===== config.mk =====
export PLATFORM = sky130hd
export DESIGN_NAME = nested_loop_sched
export DESIGN_NICKNAME = d
export VERILOG_FILES = /design/src/rtl/nested_loop_sched.sv
export SDC_FILE = /design/constraint.sdc
export NUM_CORES = 1
export LEC_CHECK = 0
export CAP_MARGIN = 25
export CORE_UTILIZATION = 25
export CTS_BUF_LIST = sky130_fd_sc_hd__clkbuf_8 sky130_fd_sc_hd__clkbuf_16
export DETAILED_ROUTE_END_ITERATION = 7
export PLACE_DENSITY = 0.45
export REMOVE_ABC_BUFFERS = 1
export SYNTH_ARGS = -nofsm -noshare
export SYNTH_HDL_FRONTEND = slang
export SYNTH_SLANG_ARGS = --single-unit
export TNS_END_PERCENT = 20

===== constraint.sdc =====
create_clock -name clk -period 2.6 [get_ports clk]
set_clock_uncertainty 0.1 [all_clocks]
set_input_delay 0.52 -clock clk [delete_from_list [all_inputs] [get_ports clk]]
set_output_delay 0.52 -clock clk [all_outputs]
set_load 0.01 [all_outputs]

===== src/rtl/nested_loop_sched.sv =====
`default_nettype none
// +----------------------------------------------------------------------------+
// | Module : nested_loop_sched                                                 |
// | Desc   : Two-level nested-loop sequencer issuing one valid/ready action per |
// |          inner iteration, with index tracking, action count, busy/done.    |
// | Rev    : 1.0  initial release                                              |
// +----------------------------------------------------------------------------+
module nested_loop_sched #(
    parameter int W = 8
) (
    input  logic           clk,
    input  logic           rst,
    input  logic           start,
    input  logic [W-1:0]   outer_n,
    input  logic [W-1:0]   inner_n,
    input  logic           abort,
    output logic           act_valid,
    input  logic           act_ready,
    output logic [W-1:0]   x_idx,
    output logic [W-1:0]   y_idx,
    output logic [2*W-1:0] act_cnt,
    output logic           busy,
    output logic           done
);

    typedef enum logic [1:0] {
        S_IDLE = 2'd0,
        S_RUN  = 2'd1,
        S_DONE = 2'd2
    } state_t;

    localparam logic [W-1:0]   IDX_ONE = W'(1);
    localparam logic [2*W-1:0] CNT_ONE = (2*W)'(1);

    state_t         state_q, state_d;
    logic [W-1:0]   outer_q, outer_d;
    logic [W-1:0]   inner_q, inner_d;
    logic [W-1:0]   x_q, x_d;
    logic [W-1:0]   y_q, y_d;
    logic [2*W-1:0] cnt_q, cnt_d;
    logic           valid_q, valid_d;
    logic           busy_q, busy_d;
    logic           done_q, done_d;
    logic           xfer;
    logic           y_last;
    logic           x_last;

    always_comb begin
        state_d = state_q;
        outer_d = outer_q;
        inner_d = inner_q;
        x_d     = x_q;
        y_d     = y_q;
        cnt_d   = cnt_q;
        valid_d = valid_q;
        busy_d  = busy_q;
        done_d  = 1'b0;
        xfer    = valid_q & act_ready;
        y_last  = (y_q == inner_q - IDX_ONE);
        x_last  = (x_q == outer_q - IDX_ONE);

        case (state_q)
            S_IDLE: begin
                valid_d = 1'b0;
                busy_d  = 1'b0;
                if (start) begin
                    outer_d = outer_n;
                    inner_d = inner_n;
                    x_d     = '0;
                    y_d     = '0;
                    cnt_d   = '0;
                    busy_d  = 1'b1;
                    // A zero trip count completes immediately without issuing anything
                    if ((outer_n != '0) && (inner_n != '0)) begin
                        state_d = S_RUN;
                        valid_d = 1'b1;
                    end else begin
                        state_d = S_DONE;
                        done_d  = 1'b1;
                    end
                end
            end
            S_RUN: begin
                if (xfer) begin
                    cnt_d = cnt_q + CNT_ONE;
                    // Final iteration leaves indices at (outer-1, inner-1)
                    if (!(x_last && y_last)) begin
                        if (y_last) begin
                            y_d = '0;
                            x_d = x_q + IDX_ONE;
                        end else begin
                            y_d = y_q + IDX_ONE;
                        end
                    end
                end
                if (abort) begin
                    state_d = S_IDLE;
                    valid_d = 1'b0;
                    busy_d  = 1'b0;
                end else if (xfer && x_last && y_last) begin
                    state_d = S_DONE;
                    valid_d = 1'b0;
                    done_d  = 1'b1;
                end
            end
            S_DONE: begin
                state_d = S_IDLE;
                valid_d = 1'b0;
                busy_d  = 1'b0;
            end
            default: begin
                state_d = S_IDLE;
                valid_d = 1'b0;
                busy_d  = 1'b0;
            end
        endcase
    end

    always_ff @(posedge clk) begin
        if (rst) begin
            state_q <= S_IDLE;
            outer_q <= '0;
            inner_q <= '0;
            x_q     <= '0;
            y_q     <= '0;
            cnt_q   <= '0;
            valid_q <= 1'b0;
            busy_q  <= 1'b0;
            done_q  <= 1'b0;
        end else begin
            state_q <= state_d;
            outer_q <= outer_d;
            inner_q <= inner_d;
            x_q     <= x_d;
            y_q     <= y_d;
            cnt_q   <= cnt_d;
            valid_q <= valid_d;
            busy_q  <= busy_d;
            done_q  <= done_d;
        end
    end

    assign act_valid = valid_q;
    assign x_idx     = x_q;
    assign y_idx     = y_q;
    assign act_cnt   = cnt_q;
    assign busy      = busy_q;
    assign done      = done_q;

endmodule
`default_nettype wire

# Word-level counts from Yosys, hierarchy flattened
# Index checks and enable logic that the tools add are counted.
# W data, S select, Z words.
[word_totals]
reg_bits = 53
wordCells = 67
input_bits = 21
out_inout_bits = 35
[op_classes]
addsub = 5
n_reduce_logical = 13
n_eq_ne = 9
bitwise_logic = 1
mux = 30
[ops]
columns = ["cell", "count"]
rows = [
  ["$mux W8", 7],
  ["$mux W16", 2],
  ["$pmux W16 S2", 1],
  ["$pmux W8 S2", 2],
  ["$add A16 B1 Y16 const B", 1],
  ["$add A8 B1 Y8 const B", 2],
  ["$eq A8 B8 Y1", 2],
  ["$reduce_bool A8 Y1", 2],
  ["$sub A8 B1 Y8 const B", 2],
  ["$mux W1", 10],
  ["$ne A2 B2 Y1 const B", 5],
  ["$mux W2", 4],
  ["$pmux W1 S2", 3],
  ["$reduce_and A5 Y1", 1],
  ["$logic_and A1 B1 Y1", 4],
  ["$pmux W2 S2", 1],
  ["$reduce_and A2 Y1", 2],
  ["$reduce_and A4 Y1", 1],
  ["$ne A3 B3 Y1 const B", 1],
  ["$reduce_and A3 Y1", 1],
  ["$eq A2 B1 Y1 const B", 1],
  ["$logic_not A2 Y1", 1],
  ["$reduce_bool A2 Y1", 1],
  ["$and A1 B1 Y1", 1],
]

# Longest topological paths before layout
[depth]
word_depth = 7
depth_mapped = 13
mapped_depth_nobuf = 9

# Least setup slack after synthesis
# Ideal clock, no wire load.
[synth_timing]
path_kind = "flip-flop to flip-flop"
from = "register inner_q[0]"
to = "register x_q[0] (netlist: x_idx[0])"
slack_ps = -67
synth_period_minus_slack_ps = 2667
n_path_buf = 1
arrival_ps = 2497
path_stages_with_launch = 11
path_cell_list = "dfxtp_1 -> inv_1 -> ha_1 -> or3b_1 -> o31a_1 -> o2111ai_1 -> a211oi_2 -> a31o_2 -> buf_6 -> or4_1 -> a21oi_1"
[synth_between]
elab_chain_len = 5
elab_cells_between_ends = 6
cone_classes = "add/sub: 1; eq/ne: 3; reduce/logical: 2"
[synth_lines]
columns = ["element", "line_no", "source"]
rows = [
  ["start, declared", "37", "logic [W-1:0] inner_q, inner_d;"],
  ["start signal, assigned", "133", "inner_q <= inner_d;"],
  ["$sub A8 B1 Y8 *", "59", "y_last = (y_q == inner_q - IDX_ONE);"],
  ["$eq A8 B8 Y1 *", "59", ""],
  ["$logic_and A1 B1 Y1", "87", "if (!(x_last && y_last)) begin"],
  ["$ne A2 B2 Y1 (no line)", "--", ""],
  ["$reduce_and A5 Y1 (no line) *", "--", ""],
  ["end signal, assigned", "124", "x_q <= '0;"],
  ["end signal, assigned", "134", "x_q <= x_d;"],
  ["end, declared", "38", "logic [W-1:0] x_q, x_d;"],
]
# Every way passes the cells marked *; elsewhere a longest branch is shown, timed or not.
# A chain may end at the register's enable or synchronous reset.

# Worst setup path after layout
[layout_timing]
from = "register inner_q[1]"
to = "register y_q[7] (netlist: y_idx[7])"
[layout_between]
elab_chain_len = 6
elab_cells_between_ends = 9
cone_classes = "add/sub: 1; eq/ne: 2; mux: 4; reduce/logical: 2"
[layout_lines]
columns = ["element", "line_no", "source"]
rows = [
  ["$sub A8 B1 Y8 *", "59", ""],
  ["$eq A8 B8 Y1 *", "59", ""],
  ["$mux W8", "88", "if (y_last) begin"],
  ["$mux W8", "87", ""],
  ["$mux W8", "84", "if (xfer) begin"],
  ["$pmux W8 S2", "62", "case (state_q)"],
  ["end signal, assigned", "135", "y_q <= y_d;"],
  ["end, declared", "39", "logic [W-1:0] y_q, y_d;"],
]
# Every way passes the cells marked *; elsewhere a longest branch is shown, timed or not. The select of a mux whose other input is x is not followed.

==> reports/summary.md <==
The parity-gate share of the synthesized area counting xor and xnor cells is 0.0931. STA classifies the critical path endpoint as a register. During placement, the flow inserted port buffers numbering 55. The repair_antennas step left the layout with diodes totalling 0. Clock transition time at the flip-flop clock pins of the worst setup and hold paths: 0.07 ns.

At the worst endpoint, the required time is 2.73 ns. Simple logic cell fraction of the synthesized area: 0.300. Ranked by total cell area, the synthesized netlist is headed by sky130_fd_sc_hd__dfxtp_1, sky130_fd_sc_hd__nand2_1, sky130_fd_sc_hd__a21oi_1. Summed over all cells, the static leakage comes to 0.00141 uW. The total instance count after detailed placement is 565. The remaining max-slew budget at the tightest pin is 0.677.

TritonCTS built the clock tree. The logs give 2,751 for the via count of the routed design and 2.80 ns for the data arrival time at the worst-slack endpoint. After filler insertion, the fill cell instance count of the layout stands at 1,135.

Final-report hold violation count: 0. The fraction of synthesized area in multiplexers works out to 0.0106. The worst path needs 2.67 ns of the cycle, external delays included. The number of global-route vias before repair was 2,675. Setup slack after layout: -0.0674 ns. At the pin with the least slew margin, the transition time is 0.481 ns. The finished layout holds 576 standard cells, fillers aside. The area fraction in compound gates after synthesis was 0.164. Derived from the worst setup path, the maximum achievable clock frequency is 375 MHz.

The tools report the final wirelength as 7.71 mm. The most used flip-flop cell after synthesis is sky130_fd_sc_hd__dfxtp_1. The mean instance size in the synthesized netlist is 7.97 sq um. Counting every sink on the clock net gives 53. The part of the cycle the worst path needs is 1.03, and the post-synthesis instance total is 354.

Entering global routing, the biggest net connects 24 pins. Of all nets on the critical path, the largest fanout is 8. Buffers inserted during clock tree synthesis total 5. The largest buffer count on any clock path was 2. Via density per instance: 4.78. Clock latency on the worst-skew pair, taken at its later pin, is 0.30 ns. The max-slew violation total from the final report is 0, and the async set or reset register ratio after synthesis is 0.

In the final routed layout, each cell accounts on average for 13.4 um. The area fraction of the dominant cell type after synthesis works out to 0.376. The die area is 0.0117 sq mm. Setup repair after global routing could not meet its margin everywhere. The run gives 56 as the boundary pin count. After detailed routing, the number of remaining DRC violations is 0. The tools report the number of antenna violations at the first check in global routing as 0.

The run gives 0 as the post-route antenna net violation count. The synthesized netlist contains 54 unique library cells. The share of synthesized cell area in full adder, half adder and majority cells was 0.0222; the multi-input gate area in the final layout was 0.00182 sq mm.

The critical path is of the reg2reg type. Once detailed placement completed, the half-perimeter wirelength came to 5.82 mm. The tightest min-delay check is of the reg2reg type. OpenSTA, run right after detailed placement, puts the worst setup slack at -0.154 ns.

The biggest area consumer among synthesized cells is sky130_fd_sc_hd__dfxtp_1. The first global-routing pass estimated 12.9 mm of wire. The largest vdd supply drop is 0.258 mV. The checks that failed: negative setup slack. For the final layout net count, the log shows 461. Relative to the synthesized area, the layout overhead comes to 45.5%. The hold buffer count at cts was 0; the final-report setup violation count was 8. The flow ran to the end, but the final reports show violations. The die is 108 um wide. The tools report the first-pass iteration count of the detailed router as 4. The run gives 0 as the total of max-cap violations. In the final timing run, aggregate negative setup slack is -0.284 ns. STA classifies the critical path startpoint as a register. For the global-route total usage across every layer, the log shows 0.139.

The clock tree root buffer cell is sky130_fd_sc_hd__clkbuf_16. Largest family of logic cells by synthesized area: simple AND/OR/NAND/NOR gates. The detailed router finished its first iteration with 142 violations. For this run, the number of Yosys warnings is 0. Registers take 0.00107 sq mm. The floorplan has 38 rows. The number of register bits inferred by synthesis was 53. The starting density of the core is 0.258, and the aggregate global routing overflow is 0. The share of layout cells above drive strength 1 was 0.200; the number of flops mapped to enable cells by yosys was 0. The core region is 0.0109 sq mm. The power density over cell area is 486 mW/mm^2, and the combined area of all synthesized cells is 0.00282 sq mm. The number of H-tree levels was 2.

For the routability congestion estimate, the log shows 0.745. The sequential element share of the synthesized area is 0.376. The die is 108 um tall.
[layout by cell type, fill, tap and decap left out, types with 7 or more instances in the layout]
cell type / n
sky130_fd_sc_hd__buf_4: 32
sky130_fd_sc_hd__a21oi_1: 31
sky130_fd_sc_hd__nand3_1: 13
sky130_fd_sc_hd__clkdlybuf4s50_1: 55
sky130_fd_sc_hd__nor2_1: 30
sky130_fd_sc_hd__xor2_1: 15
sky130_fd_sc_hd__dfxtp_1: 51
sky130_fd_sc_hd__nand2_1: 60
sky130_fd_sc_hd__nand4_1: 7
sky130_fd_sc_hd__o21ai_0: 9
sky130_fd_sc_hd__xnor2_1: 15
[cell type report]
class / count / area share
clock buffer: 6 / 0.0338
clock inverter: 2 / 0.00914
inverter: 6 / 0.00548
multi-input combinational: 278 / 0.444
sequential: 53 / 0.260
tap: 140 / 0.0426
timing repair buffer: 91 / 0.206
[timing repair]
item / in CTS / in global routing
pin swaps: 25 / 4
resized for setup: 24 / 16
buffers inserted: 3 / 0
setup endpoints to repair: 16 / 19
[worst max-delay path, stage by stage, from the launching register on]
cell,delay [ns]
sky130_fd_sc_hd__dfxtp_2,0.34
sky130_fd_sc_hd__or4_4,0.57
sky130_fd_sc_hd__buf_6,0.14
sky130_fd_sc_hd__o221ai_2,0.14
sky130_fd_sc_hd__nor3b_4,0.24
sky130_fd_sc_hd__a211oi_4,0.12
sky130_fd_sc_hd__a31o_4,0.28
sky130_fd_sc_hd__or4_4,0.54
sky130_fd_sc_hd__a21oi_2,0.13
[worst paths after layout]
path	from	to	slack [ns]	cells past startpoint
max	inner_q[1]	y_idx[7]	-0.07	8
min	outer_q[7]	outer_q[7]	0.37	2
max reg2reg	inner_q[1]	y_idx[7]	-0.07	8
min reg2reg	outer_q[7]	outer_q[7]	0.37	2
[registers in the layout (all words and copies together), names as in the netlist]
register	flops
done	1
outer_q	8
y_idx	8
state_q	2
inner_q	8
act_valid	1
x_idx	8
act_cnt	16
busy	1
[where the power goes]
part / switching, uW / total [uW] / internal, uW
Combinational: 165 / 338 / 174
Sequential: 23.2 / 856 / 832
Clock: 322 / 804 / 482
[routing by layer]
| layer | track usage | routed length (um) | vias to the layer above |
|---|---|---|---|
| met4 | 0.0463 | 141 | 0 |
| met3 | 0.0265 | 202 | 10 |
| met2 | 0.237 | 3780 | 35 |
| li1 | - | - | 1415 |
| met1 | 0.173 | 3580 | 1291 |
| met5 | 0 | 0 | - |
[synth_stat cells, types with 6 or more instances]
| master | count |
|---|---|
| sky130_fd_sc_hd__nand2_1 | 60 |
| sky130_fd_sc_hd__dfxtp_1 | 53 |
| sky130_fd_sc_hd__a21oi_1 | 35 |
| sky130_fd_sc_hd__nor2_1 | 31 |
| sky130_fd_sc_hd__xnor2_1 | 15 |
| sky130_fd_sc_hd__xor2_1 | 15 |
| sky130_fd_sc_hd__clkbuf_1 | 13 |
| sky130_fd_sc_hd__nand3_1 | 13 |
| sky130_fd_sc_hd__o21ai_0 | 9 |
| sky130_fd_sc_hd__nor4_1 | 8 |
| sky130_fd_sc_hd__nand4_1 | 7 |
| sky130_fd_sc_hd__nor3_1 | 7 |
| sky130_fd_sc_hd__or3_1 | 7 |
| sky130_fd_sc_hd__inv_1 | 6 |
[cell families after synthesis]
logic type | Yosys count
AO/OA/AOI/OAI | 73
XOR/XNOR | 30
adder cells (fa/ha/maj) | 5
buffers and inverters | 23
flip-flops | 53
multiplexers | 3
AND/OR/NAND/NOR | 167
[through the flow]
step	utilization	hold slack (ns)	cell area, sq um	power (uW)
after detailed placement	0.341	0.367	3730	1180
after floorplan	-	0.342	2750	1030
after global routing	0.376	0.409	4110	2090
after global placement	0.341	0.362	3730	1170
after CTS	0.370	0.377	4050	2010
final	0.376	0.374	4110	2000
Note: power is estimated with default switching activity, not from simulation.
